**src/rtl/sample0_acc_pkg.sv**
```systemverilog
// Shared defaults and helpers for the sample0 dot-product accumulator.
// Holds the output-register state enum and the clamp helpers used when
// saturation is enabled (SAMPLE0_ACC_SAT_EN).
package sample0_acc_pkg;

    localparam int PROD_W_DEF  = 14;
    localparam int MUL_LAT_DEF = 2;
    localparam int OUT_W_DEF   = 14;
    localparam int N_TERMS_DEF = 16;

    // Output register: EMPTY while no result is presented, HOLD while res_valid=1.
    typedef enum logic {
        OUT_EMPTY = 1'b0,
        OUT_HOLD  = 1'b1
    } out_state_e;

    // Clamp a signed value to the range of a w-bit two's-complement number.
    // Operands are carried at 64 bits, so the accumulator must be no wider.
    function automatic logic signed [63:0] clamp_to_width(input logic signed [63:0] v,
                                                          input int w);
        logic signed [63:0] hi;
        logic signed [63:0] lo;
        hi = (64'sd1 <<< (w - 1)) - 64'sd1;
        lo = -(64'sd1 <<< (w - 1));
        if (v > hi) begin
            return hi;
        end else if (v < lo) begin
            return lo;
        end else begin
            return v;
        end
    endfunction

    // True when v cannot be represented as a w-bit two's-complement number.
    function automatic logic exceeds_width(input logic signed [63:0] v, input int w);
        logic signed [63:0] hi;
        logic signed [63:0] lo;
        hi = (64'sd1 <<< (w - 1)) - 64'sd1;
        lo = -(64'sd1 <<< (w - 1));
        return (v > hi) || (v < lo);
    endfunction

endpackage

```
**src/rtl/sample0_valid_pipe.sv**
```systemverilog
// Validity shadow of the multiplier pipeline: a DEPTH-deep shift register of
// valid bits that advances only on clock-enable cycles, so bit DEPTH-1 tells
// whether the multiplier output currently holds a real product.
module sample0_valid_pipe #(
    parameter int DEPTH = 2
) (
    input  logic clk,
    input  logic reset,
    input  logic ce,
    input  logic din,
    output logic dout
);

    logic [DEPTH-1:0] vld_pipe_reg;
    logic [DEPTH-1:0] stage_in;

    // Each stage takes the previous stage's bit; stage 0 takes the new valid.
    for (genvar gi = 0; gi < DEPTH; gi++) begin : g_stage
        if (gi == 0) begin : g_first
            assign stage_in[gi] = din;
        end else begin : g_rest
            assign stage_in[gi] = vld_pipe_reg[gi-1];
        end
    end

    // Shift on enabled cycles, hold otherwise; reset drops all in-flight valids.
    always_ff @(posedge clk) begin
        if (!reset) begin
            vld_pipe_reg <= '0;
        end else if (ce) begin
            vld_pipe_reg <= stage_in;
        end
    end

    assign dout = vld_pipe_reg[DEPTH-1];

endmodule

```
**src/rtl/sample0_dot_acc.sv**
```systemverilog
// Dot-product accumulator behind the sample0 multiplier: drives the
// multiplier clock enable, follows operand validity through its fixed
// latency, sums N_TERMS products and presents each sum on valid/ready.
// Optional macro SAMPLE0_ACC_SAT_EN: saturate the result to OUT_W bits and
// flag res_sat; without it the result wraps and res_sat stays 0.
module sample0_dot_acc
    import sample0_acc_pkg::*;
#(
    parameter int PROD_W  = PROD_W_DEF,
    parameter int N_TERMS = N_TERMS_DEF,
    parameter int MUL_LAT = MUL_LAT_DEF,
    parameter int OUT_W   = OUT_W_DEF
) (
    input  logic                    clk,
    input  logic                    reset,
    input  logic                    in_valid,
    output logic                    in_ready,
    output logic                    mul_ce,
    input  logic [PROD_W-1:0]       prod_in,
    output logic                    res_valid,
    input  logic                    res_ready,
    output logic signed [OUT_W-1:0] res_data,
    output logic                    res_sat
);

    // Wide enough that N_TERMS full-scale products cannot overflow.
    localparam int ACC_W = PROD_W + $clog2(N_TERMS);
    localparam int CNT_W = $clog2(N_TERMS);
    localparam logic [CNT_W-1:0] LAST_TERM = CNT_W'(N_TERMS - 1);

    out_state_e              out_state_reg, out_state_next;
    logic [CNT_W-1:0]        term_cnt_reg, term_cnt_next;
    logic signed [ACC_W-1:0] acc_reg, acc_next;
    logic signed [OUT_W-1:0] res_data_reg, res_data_next;
    logic                    res_sat_reg, res_sat_next;

    logic                    accept;
    logic                    prod_vld;
    logic                    prod_fire;
    logic signed [ACC_W-1:0] acc_base;
    logic signed [ACC_W-1:0] prod_ext;
    logic signed [ACC_W-1:0] acc_sum;
    logic signed [OUT_W-1:0] fit_data;
    logic                    fit_sat;

    // The whole pipeline advances only when the output slot is free or draining.
    assign mul_ce   = (out_state_reg != OUT_HOLD) || res_ready;
    assign in_ready = mul_ce;
    assign accept   = in_valid && in_ready;

    sample0_valid_pipe #(
        .DEPTH (MUL_LAT)
    ) u_valid_pipe (
        .clk   (clk),
        .reset (reset),
        .ce    (mul_ce),
        .din   (accept),
        .dout  (prod_vld)
    );

    // A product counts only on an advancing cycle whose slot carried a real pair.
    assign prod_fire = mul_ce && prod_vld;

    // First term loads rather than adds, so no separate clear cycle is needed.
    assign acc_base = (term_cnt_reg == '0) ? '0 : acc_reg;
    assign prod_ext = ACC_W'($signed(prod_in));
    assign acc_sum  = acc_base + prod_ext;

`ifdef SAMPLE0_ACC_SAT_EN
    assign fit_data = OUT_W'(clamp_to_width(64'(acc_sum), OUT_W));
    assign fit_sat  = exceeds_width(64'(acc_sum), OUT_W);
`else
    assign fit_data = OUT_W'(acc_sum);
    assign fit_sat  = 1'b0;
`endif

    // Next-state: drain the held result, then accumulate or finish a vector.
    always_comb begin
        out_state_next = out_state_reg;
        term_cnt_next  = term_cnt_reg;
        acc_next       = acc_reg;
        res_data_next  = res_data_reg;
        res_sat_next   = res_sat_reg;

        if ((out_state_reg == OUT_HOLD) && res_ready) begin
            out_state_next = OUT_EMPTY;
        end

        // A completing sum on the drain edge overrides the drain and stays held.
        if (prod_fire) begin
            if (term_cnt_reg == LAST_TERM) begin
                term_cnt_next  = '0;
                acc_next       = '0;
                res_data_next  = fit_data;
                res_sat_next   = fit_sat;
                out_state_next = OUT_HOLD;
            end else begin
                term_cnt_next = term_cnt_reg + CNT_W'(1);
                acc_next      = acc_sum;
            end
        end
    end

    // State registers; reset discards any partial vector and held result.
    always_ff @(posedge clk) begin
        if (!reset) begin
            out_state_reg <= OUT_EMPTY;
            term_cnt_reg  <= '0;
            acc_reg       <= '0;
            res_data_reg  <= '0;
            res_sat_reg   <= 1'b0;
        end else begin
            out_state_reg <= out_state_next;
            term_cnt_reg  <= term_cnt_next;
            acc_reg       <= acc_next;
            res_data_reg  <= res_data_next;
            res_sat_reg   <= res_sat_next;
        end
    end

    assign res_valid = (out_state_reg == OUT_HOLD);
    assign res_data  = res_data_reg;
    assign res_sat   = res_sat_reg;

endmodule
```
**config.mk**
```make
export PLATFORM = sky130hd
export DESIGN_NAME = sample0_dot_acc
export DESIGN_NICKNAME = d
export VERILOG_FILES = /design/src/rtl/sample0_acc_pkg.sv /design/src/rtl/sample0_valid_pipe.sv /design/src/rtl/sample0_dot_acc.sv
export SDC_FILE = /design/constraint.sdc
export NUM_CORES = 1
export LEC_CHECK = 0
export ABC_AREA = 1
export BUFFER_PORTS_ARGS = -buffer_cell sky130_fd_sc_hd__clkbuf_2
export CORE_MARGIN = 5
export CORE_UTILIZATION = 53
export CTS_CLUSTER_SIZE = 8
export DETAILED_ROUTE_END_ITERATION = 10
export PLACE_DENSITY = 0.75
export SETUP_SLACK_MARGIN = 0.15
export SLEW_MARGIN = 20
export SYNTH_ARGS = -nofsm -noshare
export SYNTH_HDL_FRONTEND = slang
export SYNTH_SLANG_ARGS = --single-unit
```
**constraint.sdc**
```tcl
create_clock -name clk -period 5.11 [get_ports clk]
set_input_delay 0.511 -clock clk [delete_from_list [all_inputs] [get_ports clk]]
set_output_delay 0.511 -clock clk [all_outputs]
set_load 0.005 [all_outputs]
```
==> results of run 1 <==
[kinds of logic after synthesis]
group | Yosys count | synth area share
other | 1 | 0.00169
AOI/OAI and AO/OA | 35 | 0.0911
and+or+nand+nor | 176 | 0.349
xor gates and xnor gates | 5 | 0.0197
DFF | 35 | 0.315
buffers and inverters | 70 | 0.130
adders and majority gates | 16 | 0.0934
[Yosys cell counts]
cell	count	share of area
ha_1	15	0.084
a22o_1	5	0.020
or2_0	1	0.0028
and2_1	1	0.0028
a211oi_1	1	0.0034
a21oi_1	21	0.047
buf_4	3	0.010
nand3_1	25	0.056
nor2_1	29	0.049
buf_2	1	0.0022
o21ai_1	3	0.0067
buf_6	2	0.010
conb_1	1	0.0017
nand2_1	106	0.18
nor2_4	3	0.015
o21ai_0	3	0.0067
nor3_4	1	0.0073
xor2_1	3	0.012
nand3b_1	1	0.0034
nor2_8	1	0.0090
nand2_4	1	0.0051
a22oi_1	1	0.0034
clkbuf_1	2	0.0034
a21oi_2	1	0.0039
nor3_1	1	0.0022
xnor2_1	2	0.0079
fa_1	1	0.0090
dfxtp_1	35	0.31
nand4_1	5	0.014
or2_2	1	0.0028
inv_1	59	0.10
inv_2	3	0.0051
[worst paths after layout]
path	endpoint	start
worst max-delay path	acc_reg[8]	term_cnt_reg[0]
worst min-delay path	res_data[6]	res_data[6]
worst max register to register	acc_reg[8]	term_cnt_reg[0]
worst min register to register	res_data[6]	res_data[6]
[tightest hold or removal path, cell delays in order, from the launching register on]
cell and delay, ns:
dfxtp_1 0.31, nand2_1 0.06, nand2_1 0.04
[final cells by class]
class | instances | area (µm²)
clock buffers | 6 | 82.6
clock inverters | 1 | 5.00
fillers | 392 | 1540
inverters | 62 | 233
multi-input cells | 233 | 1230
flip-flops and latches | 35 | 701
well taps | 50 | 62.6
repair buffers | 34 | 170
[metal layers]
metal / part of all wire / up-vias
li1: - / 1113
met1: 0.43 / 938
met2: 0.50 / 55
met3: 0.051 / 12
met4: 0.026 / 0
met5: 0 / -
[power breakdown]
| group | switching, W | internal (W) | total [W] | leakage, nW |
|---|---|---|---|---|
| logic | 0.0000436 | 0.0000236 | 0.0000673 | 0.977 |
| registers | 0.00000326 | 0.000278 | 0.000282 | 0.284 |
| clock network | 0.0000987 | 0.000106 | 0.000204 | 0.0470 |
[through the flow]
stage | total power (W) | cells | worst slack (ns)
2_1_floorplan | 0.000336 | 338 | 2.71
3_3_place_gp | 0.000353 | 414 | 2.65
3_5_place_dp | 0.000354 | 414 | 2.49
4_1_cts | 0.000556 | 421 | 2.48
5_1_grt | 0.000582 | 421 | 2.18
6_report | 0.000553 | 421 | 2.45
==> impl_metrics.ini, run 1 <==
[outcome]
outcome = completed

[pwr]
max-vdd-ir-drop_mv = 0.189
power_per_cell_area_nw_per_um2 = 222
p_leak_nw = 1.31

[yosys]
syn_area_um2 = 2220
syn-num-nets = 372
synth_seq_area_share = 0.315
syn_avg_cell_area_um2 = 6.58
ys_warn_count = 0
synthCells = 338
ys_seq_elements = 35
post_synth_num_cell_types = 32

[clocking]
cts_htree_levels = 2
cts_tree = built
clock_tree.buffer_depth = 2
tritoncts_num_sinks = 35
postCtsResizedCells = 0
cts_made_buffers = 5
clock_insertion_delay_worst_skew_ns = 0.29
post-cts-setup-buffers = 0
ctsRootBufferMaster = clkbuf_8
hold_buffers = 0
cts.reportedPaths.clkPinSlew_ns = 0.07

[detailed_routing]
ant_nets = 0
route.detailed.vias_per_inst = 5.03
first_iter_violations = 129
route.final.wire_length_mm = 5.20
detailed_routing_iterations_pass_1 = 4
vias = 2118
remaining_drc_errors = 0
wl_per_cell_um = 12.3

[global_route]
groute.layer.met2.usage = 0.360
grt_remaining_overflow = 0
global_route.peak_usage_layer = met2
grt_pass1_wl_mm = 8.79
use_met1 = 0.247
grt.total_usage = 0.207
grt_max_degree = 19
number_of_antenna_violations_at_the_first_check_in_global_routing = 0
met3_usage = 0.0574
grt_pass1_vias = 1997

[critical_path]
worstRegToRegCells = 17
end_kind = flop
dominant_cell_type_by_count_on_the_critical_path = nand2_1
setup.reg_to_reg.worst_slack_ns = 2.45
critical_path_s_largest_stage_delay_ns = 0.41
path_depth = 17
worstPathCellList = inv_1, ha_1, nand3_1, inv_1, nor2_1, ha_1, inv_1, fa_1, inv_1, nand3_1, nand2_1, nand2_1, nand3_1, nand2_1, nand2_1, nand2_1, a21oi_1
cp.arrival_ns = 2.88
crit_fanout = 12
critical_path.top_delay_family = simple AND/OR/NAND/NOR gates
data_required_time_at_the_worst_endpoint_ns = 5.33
worst-path-buf-inv = 4
critical_path_start_type = flop
crit_type = reg -> reg
critPathSlowestCell = fa_1

[die]
fp-row-count = 23
core_um2 = 4030
die_height_um = 74.8
floorplan.initialDensity = 0.552
floorplan.die.width_um = 74.8
io_pins = 36
dieArea_um2 = 5590

[final_layout]
final_common_cell = nand2_1
commonest_cells_after_routing_fill_and_taps_aside = nand2_1 (106), inv_1 (59), dfxtp_1 (35)
syn2layout_area_growth_pct = 11.8
finalCoreUtilization = 0.617
drive_gt1_frac = 0.140
final_design_area_no_fill_um2 = 2490
count_of_antenna_diodes_in_the_layout = 0
final_nets = 405

[sta]
finalSetupTns_ns = 0
max-slew-margin-rel = 0.615
worst_clock_skew_ns = 0.00268
grt_setup_unrepaired = no
max_slew.worst_pin.slew_ns = 0.576
timing.final.crit_share = 0.520
hold_ws_ns = 0.451
finalHoldViolations = 0
final_period_minus_worst_setup_slack_ns = 2.66
setup_viol = 0
fmax_mhz = 376
slew_viol_final = 0

[worst_hold_path]
min_path_cells = 2
hold_path_class = reg -> reg

[placed_design]
place.gp.congestion = 0.879
buffer_ports.inserted = 34
detailed_place_hpwl_mm = 4.03
dpl_cell_area_um2 = 2400

[run]
max-cap-violations = 0
Note: power is estimated with default switching activity, not from simulation.
==> inputs of run 2 (changes only) <==
--- a/config.mk
+++ b/config.mk
@@ -8,7 +8,7 @@
 export ABC_AREA = 1
 export BUFFER_PORTS_ARGS = -buffer_cell sky130_fd_sc_hd__clkbuf_2
 export CORE_MARGIN = 5
-export CORE_UTILIZATION = 53
+export CORE_UTILIZATION = 51
 export CTS_CLUSTER_SIZE = 8
 export DETAILED_ROUTE_END_ITERATION = 10
 export PLACE_DENSITY = 0.75
==> constraint.sdc (replaced) <==
create_clock -name clk -period 2.3 [get_ports clk]
set_input_delay 0.23 -clock clk [delete_from_list [all_inputs] [get_ports clk]]
set_output_delay 0.23 -clock clk [all_outputs]
set_load 0.005 [all_outputs]
==> run 2 against run 1 <==
Sequential share of layout area is 4.3 points lower. Critical path depth is 2 lower. Register-to-register slack worse by 2.3 ns. First-iteration DRC count is 23% higher. Die area is 3.4% higher. Flip-flop and latch count stayed put. Setup slack worse by 2.3 ns. Core utilization is 7.0 points higher. Via count is 6.8% higher. Clock skew is 0.0086 ns higher.
==> impl_metrics.ini, run 2 (synthesized netlist as in run 1, its figures left out) <==
[outcome]
outcome = completed

[pwr]
power_frac_clock = 0.395
power.net_switching_w = 0.000370
p_leak_nw = 1.45
power_per_cell_area_nw_per_um2 = 475
max-vdd-ir-drop_mv = 0.515
p_total_w = 0.00140
power_switching_share = 0.264
power.share.sequential = 0.445
internal_power_w = 0.00103
share_comb_of_total_power = 0.160

[critical_path]
worst-path-buf-inv = 4
cp.arrival_ns = 2.40
setup.reg_to_reg.worst_slack_ns = 0.12
critPathSlowestCell = dfxtp_2
critical_path_start_type = flop
crit_type = reg -> reg
critical_path.startpoint = term_cnt_reg[1]
data_required_time_at_the_worst_endpoint_ns = 2.52
crit_fanout = 6
dominant_cell_type_by_count_on_the_critical_path = nand2_1
worstRegToRegCells = 15
crit-reg2reg-capture = acc_reg[7]
end_kind = flop
regToRegStartpoint = term_cnt_reg[1]
critical_path_s_largest_stage_delay_ns = 0.34
worstPathCellList = inv_2, ha_4, nand3_4, inv_8, nor2_1, ha_1, nand2_2, inv_2, nand2_1, nand2_1, inv_1, nand2_2, xor2_2, nand2_1, a21oi_1
crit_end = acc_reg[7]
path_depth = 15
critical_path.top_delay_family = simple AND/OR/NAND/NOR gates

[detailed_routing]
route.final.wire_length_mm = 5.92
ant_nets = 0
detailed_routing_iterations_pass_1 = 4
remaining_drc_errors = 0
first_iter_violations = 159
wl_per_cell_um = 13.3
route.detailed.vias_per_inst = 5.09
vias = 2261

[global_route]
grt.total_usage = 0.192
grt_pass1_wl_mm = 9.23
grt_pass1_vias = 2032
grt_max_degree = 19
grt_remaining_overflow = 0
number_of_antenna_violations_at_the_first_check_in_global_routing = 0

[clocking]
cts_made_buffers = 5
ctsRootBufferMaster = clkbuf_8
hold_buffers = 0
cts.reportedPaths.clkPinSlew_ns = 0.08
clock_tree.buffer_depth = 2
tritoncts_num_sinks = 35
cts_tree = built
clock_insertion_delay_worst_skew_ns = 0.29
cts_htree_levels = 2

[sta]
finalHoldViolations = 0
worst_clock_skew_ns = 0.0113
setup_viol = 0
grt_setup_unrepaired = yes
max_slew.worst_pin.slew_ns = 0.612
slew_viol_final = 0
max-slew-margin-rel = 0.591
final_period_minus_worst_setup_slack_ns = 2.18
timing.final.crit_share = 0.946
fmax_mhz = 459
finalWorstSetupSlack_ns = 0.123

[final_layout]
final_common_cell = nand2_1
layout.area.seq_um2 = 706
commonest_cells_after_routing_fill_and_taps_aside = nand2_1 (89), inv_1 (50), clkbuf_2 (34)
syn2layout_area_growth_pct = 32.7
finalCoreUtilization = 0.688
multi_input_area_um2 = 1500
nFillCells = 365
drive_gt1_frac = 0.344
count_of_antenna_diodes_in_the_layout = 0
final_nets = 425
final_design_area_no_fill_um2 = 2950

[die]
io_pins = 36
core_um2 = 4290
die_height_um = 76.0
fp-row-count = 24
dieArea_um2 = 5780
floorplan.die.width_um = 76.0
floorplan.initialDensity = 0.518

[placed_design]
place.gp.congestion = 0.891
dpl_cell_area_um2 = 2450
buffer_ports.inserted = 34
dpl_worst_slack_ns = 0.00365
detailed_place_hpwl_mm = 4.04

[run]
max-cap-violations = 0

[worst_hold_path]
hold_path_class = in -> reg
run 2: cell types whose count changed in the layout (fill, tap and decap cells not counted), moves of 5 or more:
| cell | previous run | this run |
|---|---|---|
| nor2_2 | 0 | 7 |
| nand3_2 | 0 | 8 |
| inv_1 | 59 | 50 |
| nand3_1 | 25 | 14 |
| inv_2 | 3 | 11 |
| ha_4 | 0 | 5 |
| buf_4 | 0 | 17 |
| nand2_1 | 106 | 89 |
| nand2_2 | 0 | 16 |
| ha_1 | 15 | 9 |
| nor2_1 | 29 | 19 |
run 2: worst min-delay path, cell delays in order:
cell	delay (ns)
clkbuf_2	0.07
o21ai_0	0.07
nor2_1	0.08
run 2: area by class of cell:
cell class,instances,share of cell area
multi-input combinational,233,0.509
sequential,35,0.239
timing repair buffer,53,0.108
inverter,62,0.0814
clock buffer,5,0.0233
tap,52,0.0220
clock inverter,3,0.0148
timing repair inverter,1,0.00212
run 2: how the worst min path moves through the flow:
stage                 start                      endpoint  cells past startpoint  slack [ns]
6_report           in_valid  u_valid_pipe.vld_pipe_reg[0]                      3        0.19
5_1_grt            in_valid  u_valid_pipe.vld_pipe_reg[0]                      3        0.21
4_1_cts            in_valid  u_valid_pipe.vld_pipe_reg[0]                      3        0.19
3_5_place_dp   res_data[11]                  res_data[11]                      2        0.44
3_3_place_gp    res_data[6]                   res_data[6]                      2        0.44
2_1_floorplan         reset                     res_valid                      2        0.33
run 2: layer usage:
layer  global-route usage  share of wire
met5                    0              0
met2                0.312           0.50
met3               0.0402          0.058
met1                0.250           0.42
met4               0.0712          0.025
run 2: power by group through the flow:
stage / logic (W) / clock network, W / registers, W
floorplan: 0.000121 / 0 / 0.000638
finish: 0.000225 / 0.000554 / 0.000624
global route: 0.000244 / 0.000599 / 0.000625
CTS: 0.000174 / 0.000561 / 0.000624
detailed placement: 0.000156 / 0 / 0.000640
global placement: 0.000154 / 0 / 0.000639
run 2: metrics by stage:
stage	hold slack, ns	std cells	setup TNS (ns)
6_report	0.191	444	0
5_1_grt	0.215	444	0
4_1_cts	0.194	432	0
3_5_place_dp	0.441	416	0
3_3_place_gp	0.438	416	-0.00167
2_1_floorplan	0.328	338	0
run 2: timing repair:
item / in CTS / in global routing
resized for setup: 9 / 53
pin swaps: 4 / 21
buffers inserted: 7 / 12
cloned: 1 / 0
setup endpoints to repair: 17 / 20
==> inputs of run 3 (changes only) <==
--- a/config.mk
+++ b/config.mk
@@ -11,6 +11,7 @@
 export CORE_UTILIZATION = 51
 export CTS_CLUSTER_SIZE = 8
 export DETAILED_ROUTE_END_ITERATION = 10
+export HOLD_SLACK_MARGIN = 0.03
 export PLACE_DENSITY = 0.75
 export SETUP_SLACK_MARGIN = 0.15
 export SLEW_MARGIN = 20
==> constraint.sdc (replaced) <==
create_clock -name clk -period 1.9 [get_ports clk]
set_input_delay 0.19 -clock clk [delete_from_list [all_inputs] [get_ports clk]]
set_output_delay 0.19 -clock clk [all_outputs]
set_load 0.005 [all_outputs]
==> run 3 against run 2 <==
The run now ends with negative setup slack left. Setup slack worse by 0.41 ns. First-iteration DRC count up 10%. Routed wire length up 23%. Fmax down 0.27%. Critical path depth unchanged. Clock skew down 0.0060 ns. Die area unchanged. Sequential power up 21%. Final cell count up 3.8%. Sequential share of layout area down 3.5 points. Register-to-register slack worse by 0.41 ns. Core utilization up 12 points. Critical endpoint is now acc_reg[12]. Largest power group unchanged.
==> impl_metrics.ini, run 3 (synthesized netlist as in run 1, its figures left out) <==
[clocking]
cts_tree = built
cts_htree_levels = 2
clock_tree.buffer_depth = 2
hold_buffers = 0
cts_made_buffers = 5
clock_insertion_delay_worst_skew_ns = 0.29
ctsRootBufferMaster = clkbuf_8
tritoncts_num_sinks = 35
cts.reportedPaths.clkPinSlew_ns = 0.07

[detailed_routing]
detailed_routing_iterations_pass_1 = 4
vias = 2475
route.detailed.vias_per_inst = 5.37
wl_per_cell_um = 15.8
first_iter_violations = 175
route.final.wire_length_mm = 7.26
ant_nets = 0
remaining_drc_errors = 0

[global_route]
grt_remaining_overflow = 0
number_of_antenna_violations_at_the_first_check_in_global_routing = 0
use_met1 = 0.240
grt.total_usage = 0.209
grt_pass1_vias = 2292
groute.layer.met2.usage = 0.381
global_route.peak_usage_layer = met2
grt_max_degree = 19
grt_pass1_wl_mm = 10.0
met3_usage = 0.0508

[pwr]
p_leak_nw = 1.63
max-vdd-ir-drop_mv = 0.484
power_per_cell_area_nw_per_um2 = 518

[die]
floorplan.initialDensity = 0.518
die_height_um = 76.0
floorplan.die.width_um = 76.0
fp-row-count = 24
io_pins = 36
dieArea_um2 = 5780
core_um2 = 4290

[sta]
final_period_minus_worst_setup_slack_ns = 2.18
fmax_mhz = 458
worst_clock_skew_ns = 0.00528
grt_setup_unrepaired = yes
finalWorstSetupSlack_ns = -0.283
finalHoldViolations = 0
setup_viol = 24
slew_viol_final = 0
timing.final.crit_share = 1.15

[critical_path]
setup.reg_to_reg.worst_slack_ns = -0.28
crit_type = reg -> reg
crit_fanout = 5
end_kind = flop
data_required_time_at_the_worst_endpoint_ns = 2.13
cp.arrival_ns = 2.42
critical_path_start_type = flop

[outcome]
outcome = finished, violations left
violations_in_the_final_reports = negative setup slack

[placed_design]
buffer_ports.inserted = 34
dpl_worst_slack_ns = -0.284
detailed_place_hpwl_mm = 4.38
place.gp.congestion = 0.864
dpl_cell_area_um2 = 2700

[final_layout]
commonest_cells_after_routing_fill_and_taps_aside = nand2_1 (71), inv_1 (48), clkbuf_2 (34)
count_of_antenna_diodes_in_the_layout = 0
final_common_cell = nand2_1
final_nets = 443
drive_gt1_frac = 0.491
finalCoreUtilization = 0.803
final_design_area_no_fill_um2 = 3450
syn2layout_area_growth_pct = 55.1

[worst_hold_path]
hold_path_class = in -> reg

[run]
max-cap-violations = 0
==> run 3: per-stage QoR <==
step           total power [W]  TNS (ns)  std cells  hold slack (ns)
5_1_grt                0.00185     -6.92        461            0.172
6_report               0.00179     -4.47        461            0.157
3_5_place_dp           0.00102     -4.62        444            0.436
4_1_cts                0.00169     -3.04        455            0.160
2_1_floorplan         0.000924     -2.10        338            0.288
3_3_place_gp           0.00101     -3.18        444            0.434
==> run 3: area by class of cell <==
type | instances | area, µm²
Inverter | 62 | 238
Clock inverter | 1 | 30.0
Sequential cell | 35 | 703
Tap cell | 52 | 65.1
Fill cell | 270 | 845
Clock buffer | 6 | 72.6
Multi-Input combinational cell | 233 | 1830
Timing Repair Buffer | 72 | 509
==> run 3: worst paths after layout <==
| path | startpoint | end | cells past startpoint |
|---|---|---|---|
| worst max-delay path | term_cnt_reg[1] | acc_reg[12] | 15 |
| worst min-delay path | in_valid | u_valid_pipe.vld_pipe_reg[0] | 3 |
| worst max register to register | term_cnt_reg[1] | acc_reg[12] | 15 |
| worst min register to register | res_data[6] | res_data[6] | 2 |
==> run 3: power by group <==
part | internal (W) | total [W] | switching, W
Combinational | 0.000166 | 0.000376 | 0.000210
Clock | 0.000385 | 0.000654 | 0.000269
Sequential | 0.000749 | 0.000758 | 0.00000866
Total | 0.00130 | 0.00179 | 0.000488
==> run 3: repair_timing <==
item                       in CTS  in global routing
gates resized for setup        38                 85
setup buffers                   4                  5
pin swaps                      24                 62
setup endpoints to repair      26                 27
gates cloned                    0                  1
==> run 3: critical path, stage by stage (launching register included) <==
cell     delay [ns]
dfxtp_2        0.33
inv_2          0.05
ha_4           0.15
nand3_4        0.09
inv_6          0.06
nor2_4         0.10
ha_4           0.15
inv_2          0.04
fa_2           0.37
inv_2          0.10
nand3_4        0.09
nand2_8        0.10
nand3_4        0.07
nand4_1        0.17
nand3_2        0.11
a21oi_2        0.14
==> run 3: per-layer routing <==
metal	vias to the layer above	wire, µm
met3	35	347
met4	0	357
met1	1168	2770
li1	1190	-
met2	82	3790
met5	-	0
